<file path="config.mk">
export PLATFORM = sky130hd
export DESIGN_NAME = irq_arbiter
export DESIGN_NICKNAME = d
export VERILOG_FILES = /design/src/rtl/irq_arbiter.sv
export SDC_FILE = /design/constraint.sdc
export NUM_CORES = 1
export LEC_CHECK = 0
export ABC_AREA = 1
export BUFFER_PORTS_ARGS = -buffer_cell sky130_fd_sc_hd__buf_2
export CAP_MARGIN = 40
export CORE_MARGIN = 8
export CORE_UTILIZATION = 45
export CTS_CLUSTER_SIZE = 12
export DETAILED_ROUTE_END_ITERATION = 10
export PLACE_DENSITY = 0.72
export SYNTH_ARGS = -nofsm -noshare
export SYNTH_HDL_FRONTEND = slang
export SYNTH_SLANG_ARGS = --single-unit
</file>
<file path="constraint.sdc">
create_clock -name clk -period 1.99 [get_ports clk]
set_clock_uncertainty 0.2 [all_clocks]
set_input_delay 0.199 -clock clk [delete_from_list [all_inputs] [get_ports clk]]
set_output_delay 0.199 -clock clk [all_outputs]
set_load 0.01 [all_outputs]
</file>
<file path="src/rtl/irq_arbiter.sv">
// irq_arbiter: latches NSRC external lines plus timer as pending, picks one
// winner at a time and presents it over eip; CSR window for mask/pending/id/drops.
module irq_arbiter #(
  parameter int NSRC    = 4,
  parameter int RR      = 1,
  parameter int TIMEOUT = 255,
  parameter int GAP     = 2
) (
  input  logic            clk,
  input  logic            rst,
  input  logic [NSRC-1:0] irq_in,
  input  logic            timer_irq,
  input  logic [1:0]      a,
  input  logic [31:0]     d,
  input  logic            we,
  output logic [31:0]     spo,
  output logic            eip,
  output logic            eip_istimer,
  input  logic            eip_reply,
  output logic [4:0]      claim_id
);

  localparam int PW = (NSRC > 1) ? $clog2(NSRC) : 1;
  localparam int TW = (TIMEOUT > 1) ? $clog2(TIMEOUT) : 1;
  localparam int GW = (GAP > 1) ? $clog2(GAP) : 1;
  localparam logic [31:0] IMPL =
    32'h8000_0000 | ((32'h1 << NSRC) - 32'h1);

  typedef enum logic [1:0] {
    S_IDLE,
    S_SEL,
    S_REQ,
    S_GAP
  } state_t;

  state_t state, state_nx;

  logic [NSRC-1:0] irq_s, irq_h;
  logic            tmr_s, tmr_h;
  logic [31:0]     pending, enable;
  logic [31:0]     pend_nx, en_nx;
  logic [31:0]     set_v, clr_v, elig_sel;
  logic [15:0]     drop_cnt;
  logic [4:0]      win_id, pick_id;
  logic [PW-1:0]   rr_ptr, rr_nx;
  logic [TW-1:0]   tcnt;
  logic [GW-1:0]   gcnt;
  logic            acc, to_hit, req_exit, found;
  logic            wr_en, wr_pend, wr_drop;
  int              idx, nxt;

  assign wr_en   = we && (a == 2'd0);
  assign wr_pend = we && (a == 2'd1);
  assign wr_drop = we && (a == 2'd3);

  assign acc      = (state == S_REQ) && eip_reply;
  assign to_hit   = (state == S_REQ) && !eip_reply
                    && (tcnt == TW'(TIMEOUT - 1));
  assign req_exit = acc || to_hit;

  // Rising edges set pending; W1C and accept clear; a set in the same cycle wins.
  always_comb begin
    set_v = '0;
    set_v[NSRC-1:0] = irq_s & ~irq_h;
    set_v[31] = tmr_s & ~tmr_h;
    clr_v = wr_pend ? d : '0;
    if (acc) clr_v = clr_v | (32'h1 << win_id);
    pend_nx = ((pending & ~clr_v) | set_v) & IMPL;
    en_nx = wr_en ? (d & IMPL) : enable;
    elig_sel = pend_nx & en_nx;
  end

  // Winner pick: timer first, then first eligible source from the rotation base.
  always_comb begin
    pick_id = '0;
    found = 1'b0;
    idx = 0;
    if (elig_sel[31]) begin
      pick_id = 5'd31;
    end else begin
      for (int k = 0; k < NSRC; k++) begin
        idx = (RR != 0) ? ((int'(rr_ptr) + k) % NSRC) : k;
        if (!found && elig_sel[idx[4:0]]) begin
          found = 1'b1;
          pick_id = idx[4:0];
        end
      end
    end
  end

  // Rotation pointer moves just past the last external winner.
  always_comb begin
    nxt = (int'(win_id) + 1) % NSRC;
    rr_nx = nxt[PW-1:0];
  end

  // FSM state register.
  always_ff @(posedge clk) begin
    if (rst) state <= S_IDLE;
    else     state <= state_nx;
  end

  // FSM next-state logic.
  always_comb begin
    state_nx = state;
    unique case (state)
      S_IDLE: if (|(pending & enable)) state_nx = S_SEL;
      S_SEL:  state_nx = (elig_sel == '0) ? S_IDLE : S_REQ;
      S_REQ: begin
        if (req_exit) state_nx = (GAP == 0) ? S_IDLE : S_GAP;
      end
      S_GAP:  if (gcnt == GW'(GAP - 1)) state_nx = S_IDLE;
      default: state_nx = S_IDLE;
    endcase
  end

  // FSM outputs: request is held stable for the whole REQ state.
  always_comb begin
    eip = (state == S_REQ);
    eip_istimer = (state == S_REQ) && (win_id == 5'd31);
  end

  // Datapath: sync, pending, mask, counters, winner and claim bookkeeping.
  always_ff @(posedge clk) begin
    if (rst) begin
      irq_s    <= '0;
      irq_h    <= '0;
      tmr_s    <= 1'b0;
      tmr_h    <= 1'b0;
      pending  <= '0;
      enable   <= '0;
      drop_cnt <= '0;
      win_id   <= '0;
      claim_id <= '0;
      rr_ptr   <= '0;
      tcnt     <= '0;
      gcnt     <= '0;
    end else begin
      irq_s   <= irq_in;
      irq_h   <= irq_s;
      tmr_s   <= timer_irq;
      tmr_h   <= tmr_s;
      pending <= pend_nx;
      enable  <= en_nx;
      if (wr_drop) drop_cnt <= '0;
      else if (to_hit && drop_cnt != 16'hFFFF)
        drop_cnt <= drop_cnt + 16'd1;
      if (state == S_SEL) begin
        win_id <= pick_id;
        tcnt <= '0;
      end else if (state == S_REQ && !req_exit) begin
        tcnt <= tcnt + TW'(1);
      end
      if (req_exit) begin
        gcnt <= '0;
        if (win_id != 5'd31) rr_ptr <= rr_nx;
      end else if (state == S_GAP) begin
        gcnt <= gcnt + GW'(1);
      end
      if (acc) claim_id <= win_id;
    end
  end

  // Register read port, combinational from the address.
  always_comb begin
    spo = '0;
    unique case (a)
      2'd0: spo = enable;
      2'd1: spo = pending;
      2'd2: spo = {27'd0, claim_id};
      2'd3: spo = {16'd0, drop_cnt};
      default: spo = '0;
    endcase
  end

endmodule

</file>
* After elaboration in Yosys (flattened, before gate mapping)
Index checks and enable logic that the tools add are counted.
** Cells by class
- Mux-type cells :: 28
- Shift operators :: 1
- Reductions and logical operators :: 30
- Bitwise logic cells :: 13
- $lt $le $gt $ge :: 4
- Eq/ne operators :: 13
- Add/subtract/negate cells :: 7
** Operator list (count)
- 32-bit one-hot mux with 4 select lines :: 1
- 32-bit bitwise AND :: 3
- 32-bit 2-to-1 mux :: 3
- 32-bit bitwise OR :: 2
- 32-bit logical NOT :: 1
- 32-bit NOT :: 1
- 32-bit OR reduction :: 1
- 1-bit by 5-bit << shifter with 32-bit output (first input constant) :: 1
- 5-bit 2-to-1 mux :: 4
- 5-bit by 6-bit < comparator with 1-bit output (second input constant) :: 3
- 16-bit by 1-bit adder with 16-bit output (second input constant) :: 1
- 16-bit != test (second input constant) :: 1
- 1-bit logical AND :: 12
- 2-bit OR reduction :: 6
- 1-bit 2-to-1 mux :: 10
- 2-bit 2-to-1 mux :: 5
- 1-bit binary-select mux with 3-bit select :: 3
- 8-bit by 1-bit adder with 8-bit output (second input constant) :: 1
- 2-bit equality test (second input constant) :: 4
- 8-bit equality test (second input constant) :: 1
- 2-bit one-hot mux with 4 select lines :: 1
- 2-bit by 6-bit < comparator with 1-bit output (second input constant) :: 1
- 5-bit equality test (second input constant) :: 1
- 1-bit logical NOT :: 5
- 17 further kinds :: 24
** Word-level totals
- Output and inout port bits :: 39
- Word-level logic and storage cells :: 110
- Bits in registers :: 113

* Logic depth before layout (Yosys ltp)
- Depth in word-level cells :: 25
- Mapped depth :: 17

* Least setup slack after synthesis
OpenSTA, ideal clock, no wires.
- Kind :: flip-flop to flip-flop
- Start :: register drop_cnt[0]
- End :: register drop_cnt[14]
- Setup slack :: -0.002 ns
- Library setup time :: 0.113 ns
- Cell stages (with the launch flop) :: 12
- Arrival :: 1.678 ns
- Path buffers :: 0
- Required time :: 1.677 ns
- Path through :: dfxtp_1 -> ha_1 -> nand2_1 -> nor3_4 -> nand4_1 -> o21ai_2 -> inv_4 -> nand2_4 -> nor2_4 -> nand4_1 -> and2_1 -> nor2_1
** On the way
- Longest elaborated chain between the ends :: 2
- Elaborated cells between the ends (all ways) :: 3
- Those cells by class :: add/sub: 1; eq/ne: 1; reduce/logical: 1
** Ends and longest elaborated chain
- start: declaration :: RTL line 43 : logic [15:0] drop_cnt;
- start signal: assignment :: RTL line 147 : drop_cnt <= drop_cnt + 16'd1;
- branches (longest 2 deep; another with 16-bit by 1-bit adder with 16-bit output)
Parallel ways; which one is timed is not known.
A chain may end at the register's enable or synchronous reset.

* Final worst setup path
- Start :: register drop_cnt[1]
- End :: register drop_cnt[8]
Same word-level chain as after synthesis.

==> results.md <==
• synthesis-to-layout area growth: 26.2%
• leakage power: 1.90 nW
• clock buffers created by TritonCTS: 5
• port buffer count: 39
• worst r2r dst: drop_cnt[8]
• type of the most critical hold path: in2reg
• remaining antenna violation count after routing: 0
• height of the die: 100 um
• cell area power density: 503 nW/um^2
• hold path startpoint: d[31]
• antenna violations before repair: 0
• fraction of layout instances using a drive strength above 1: 28.0%
• endpoint required time on the critical path: 1.99 ns
• top cells by count, synth: sky130_fd_sc_hd__nand2_1, sky130_fd_sc_hd__inv_1, sky130_fd_sc_hd__dfxtp_1
• Fin Setup TNS: 0 ns
• Worst Path Max Fanout: 4
• total vias in the final route: 3229
• Synth Cell Area: 3190 sq um
• area of the placeable core: 6830 sq um
• global-route wire length before repair: 13300 um
• flops & latches, synth: 55
• cell count after synthesis: 469
• clock tree from TritonCTS: done
• H-tree levels: 2
• portion of the clock cycle consumed by the worst path in the final layout: 97.7%
• count of filler cells inserted in the layout: 647
• number of different library cells in the post-synthesis netlist: 40
• number of DRC violations after detailed-routing iteration 0: 201
• placed insts: 619
• wire length reported by the detailed router: 8170 um
• area taken by multi-input logic gates: 1810 sq um
• buffers from clock root to sink, at most: 2
• setup-violating endpoint count in the final report: 0
• prevailing post-synth register cell: sky130_fd_sc_hd__dfxtp_1
• Total Nets Final: 602
• final RePlAce weighted congestion: 0.870
• sort of element at the start of the critical path: flop
• most frequent cell after synthesis: sky130_fd_sc_hd__nand2_1
• beginning of the critical path: drop_cnt[1]
• capturing element of the worst setup path: drop_cnt[8]
• final std cells w/o fill: 649
• share of the synthesized area in the top cell type: 34.5%
• post-layout util: 58.9%
• pin count of the biggest net entering global routing: 20
• WL per Instance: 12.6 um
• Setup Slack @ Placement: -0.0568 ns
• internal reg-to-reg setup slack: 0.05 ns
• total count of max-transition violations in the final report: 0
• endpoint type of the worst setup path: flop
• depth of the worst register-to-register path: 11
• shortest clock period the worst path allows after layout: 1.94 ns
• die extent in x: 100 um
• fraction of the yosys area taken by sequential cells: 34.5%
• Initial Utilization: 46.7%
• Peak VDD IR: 0.313 mV
• cell row count: 30
• minimum setup slack in the final design: 0.0454 ns
• dominant cell type by area after synthesis: sky130_fd_sc_hd__dfxtp_1
• maxcap violations: 0
• total area of sequential cells: 1120 sq um
• Async SR Flop Fraction: 0%
• achievable clock frequency: 0.514 GHz
• global-route usage over all layers: 15.8%
• yosys warns: 0
• Via density: 4.98
• clock transition at the registers of the reported paths: 0.10 ns
• number of global-route vias before repair: 3077
• cell types with the largest area share after synthesis: sky130_fd_sc_hd__dfxtp_1, sky130_fd_sc_hd__nand2_1, sky130_fd_sc_hd__inv_1
• placed wire-length estimate: 6250 um
• clock latency on the worst-skew pair: 0.31 ns
• average footprint of a synthesized cell: 6.80 sq um
• total I/O pin count: 82
• hold violation total from the final report: 0
• overall power of the completed layout: 2.02 mW
• length of the first detailed-routing pass in iterations: 4
• DRC violations left: 0
• Root Buffer Master: sky130_fd_sc_hd__clkbuf_8
• CP Data Arrival Time: 1.95 ns
• number of flops mapped to enable cells by yosys: 0
• setup repair after global routing missed its margin: true
• Worst Path Class, Setup: reg2reg
• floorplan die area: 10000 sq um
• Antenna Cells: 0
• sinks on the clock net: 55
• Crit Reg-Reg Startpoint: drop_cnt[1]
• run status: finished, final reports clean
• grt ovf: 0
-- worst min path at each step --
stage,slack [ns],cells after the start,end
after floorplan,0.11,2,irq_s[0]
after global placement,0.20,3,tmr_s
after detailed placement,0.21,3,irq_s[1]
after CTS,0.01,3,enable[31]
after global routing,0.04,3,enable[31]
final,0.02,3,enable[31]
-- what timing repair did --
action | in CTS | in global routing
hold buffers | 8 | 0
pin swaps | 3 | 10
endpoints found under the hold margin | 8 | 0
resized for setup | 3 | 45
setup buffers | 0 | 14
endpoints found under the setup margin | 8 | 19
-- cell type report --
type / instances / area share [%]
clock inverter: 1 / 0.124
clock buffer: 7 / 1.90
inverter: 81 / 7.62
multi-input combinational: 321 / 44.9
sequential: 55 / 27.7
tap: 96 / 2.98
timing repair buffer: 88 / 14.8
-- per-stage QoR --
| step | instance area [sq um] | hold WS (ns) |
|---|---|---|
| floorplan | 3260 | 0.106 |
| global placement | 3610 | 0.199 |
| detailed placement | 3610 | 0.206 |
| CTS | 3780 | 0.0112 |
| global route | 4030 | 0.0379 |
| finish | 4030 | 0.0172 |
-- flip-flops by register name, summed over array words and instances (netlist names), named ones only --
register and cells:
state 1, pending 5, tcnt 8, gcnt 1, irq_h 4, rr_ptr 2, claim_id 3, enable 5
tmr_s 1, drop_cnt 16, tmr_h 1, irq_s 4, win_id 3
-- report_power, final --
part | total [mW] | switching (mW) | internal, mW
Combinational | 0.275 | 0.170 | 0.104
Clock | 0.603 | 0.355 | 0.248
Sequential | 1.15 | 0.0188 | 1.13
Total | 2.02 | 0.544 | 1.48
-- placed cells by master, fill, tap and decap left out, types with 13 or more instances in the layout --
master                    count
sky130_fd_sc_hd__nand2_1     81
sky130_fd_sc_hd__inv_1       71
sky130_fd_sc_hd__dfxtp_1     47
sky130_fd_sc_hd__nor2_1      46
sky130_fd_sc_hd__buf_2       39
sky130_fd_sc_hd__buf_4       38
sky130_fd_sc_hd__a21oi_1     31
sky130_fd_sc_hd__nand3_1     27
sky130_fd_sc_hd__conb_1      15
sky130_fd_sc_hd__o21ai_0     13
-- critical path, cell delays in order, from the launching register on --
cell                      delay (ns)
sky130_fd_sc_hd__dfxtp_2        0.37
sky130_fd_sc_hd__ha_4           0.16
sky130_fd_sc_hd__nand2_4        0.05
sky130_fd_sc_hd__nor3_4         0.16
sky130_fd_sc_hd__nand4_1        0.18
sky130_fd_sc_hd__o21ai_2        0.24
sky130_fd_sc_hd__inv_4          0.08
sky130_fd_sc_hd__nand2_4        0.08
sky130_fd_sc_hd__buf_4          0.11
sky130_fd_sc_hd__nor2_1         0.03
sky130_fd_sc_hd__nor2_1         0.12
sky130_fd_sc_hd__nor3_2         0.05
-- kinds of logic (layout without fill, tap and decap cells) --
| kind of cell | count (synthesis) | in the layout | share of synthesized area, % |
|---|---|---|---|
| AO/OA/AOI/OAI | 72 | 72 | 13.2 |
| XOR/XNOR | 5 | 5 | 1.37 |
| adder cells (fa/ha/maj) | 7 | 7 | 2.75 |
| buffers and inverters | 107 | 177 | 14.9 |
| flip-flops | 55 | 55 | 34.5 |
| multiplexers | 1 | 1 | 0.314 |
| other | 1 | 15 | 0.118 |
| AND/OR/NAND/NOR | 221 | 221 | 32.8 |
-- metal layers --
metal  vias to the layer above  part of all wire (%)  GRT usage (%)
li1                       1643                     -              -
met1                      1500                    43           18.3
met2                        73                    50           28.0
met3                        13                   4.7           3.11
met4                         0                   1.8           5.81
met5                         -                     0              0
No activity file was read; power rests on OpenSTA's default activity.
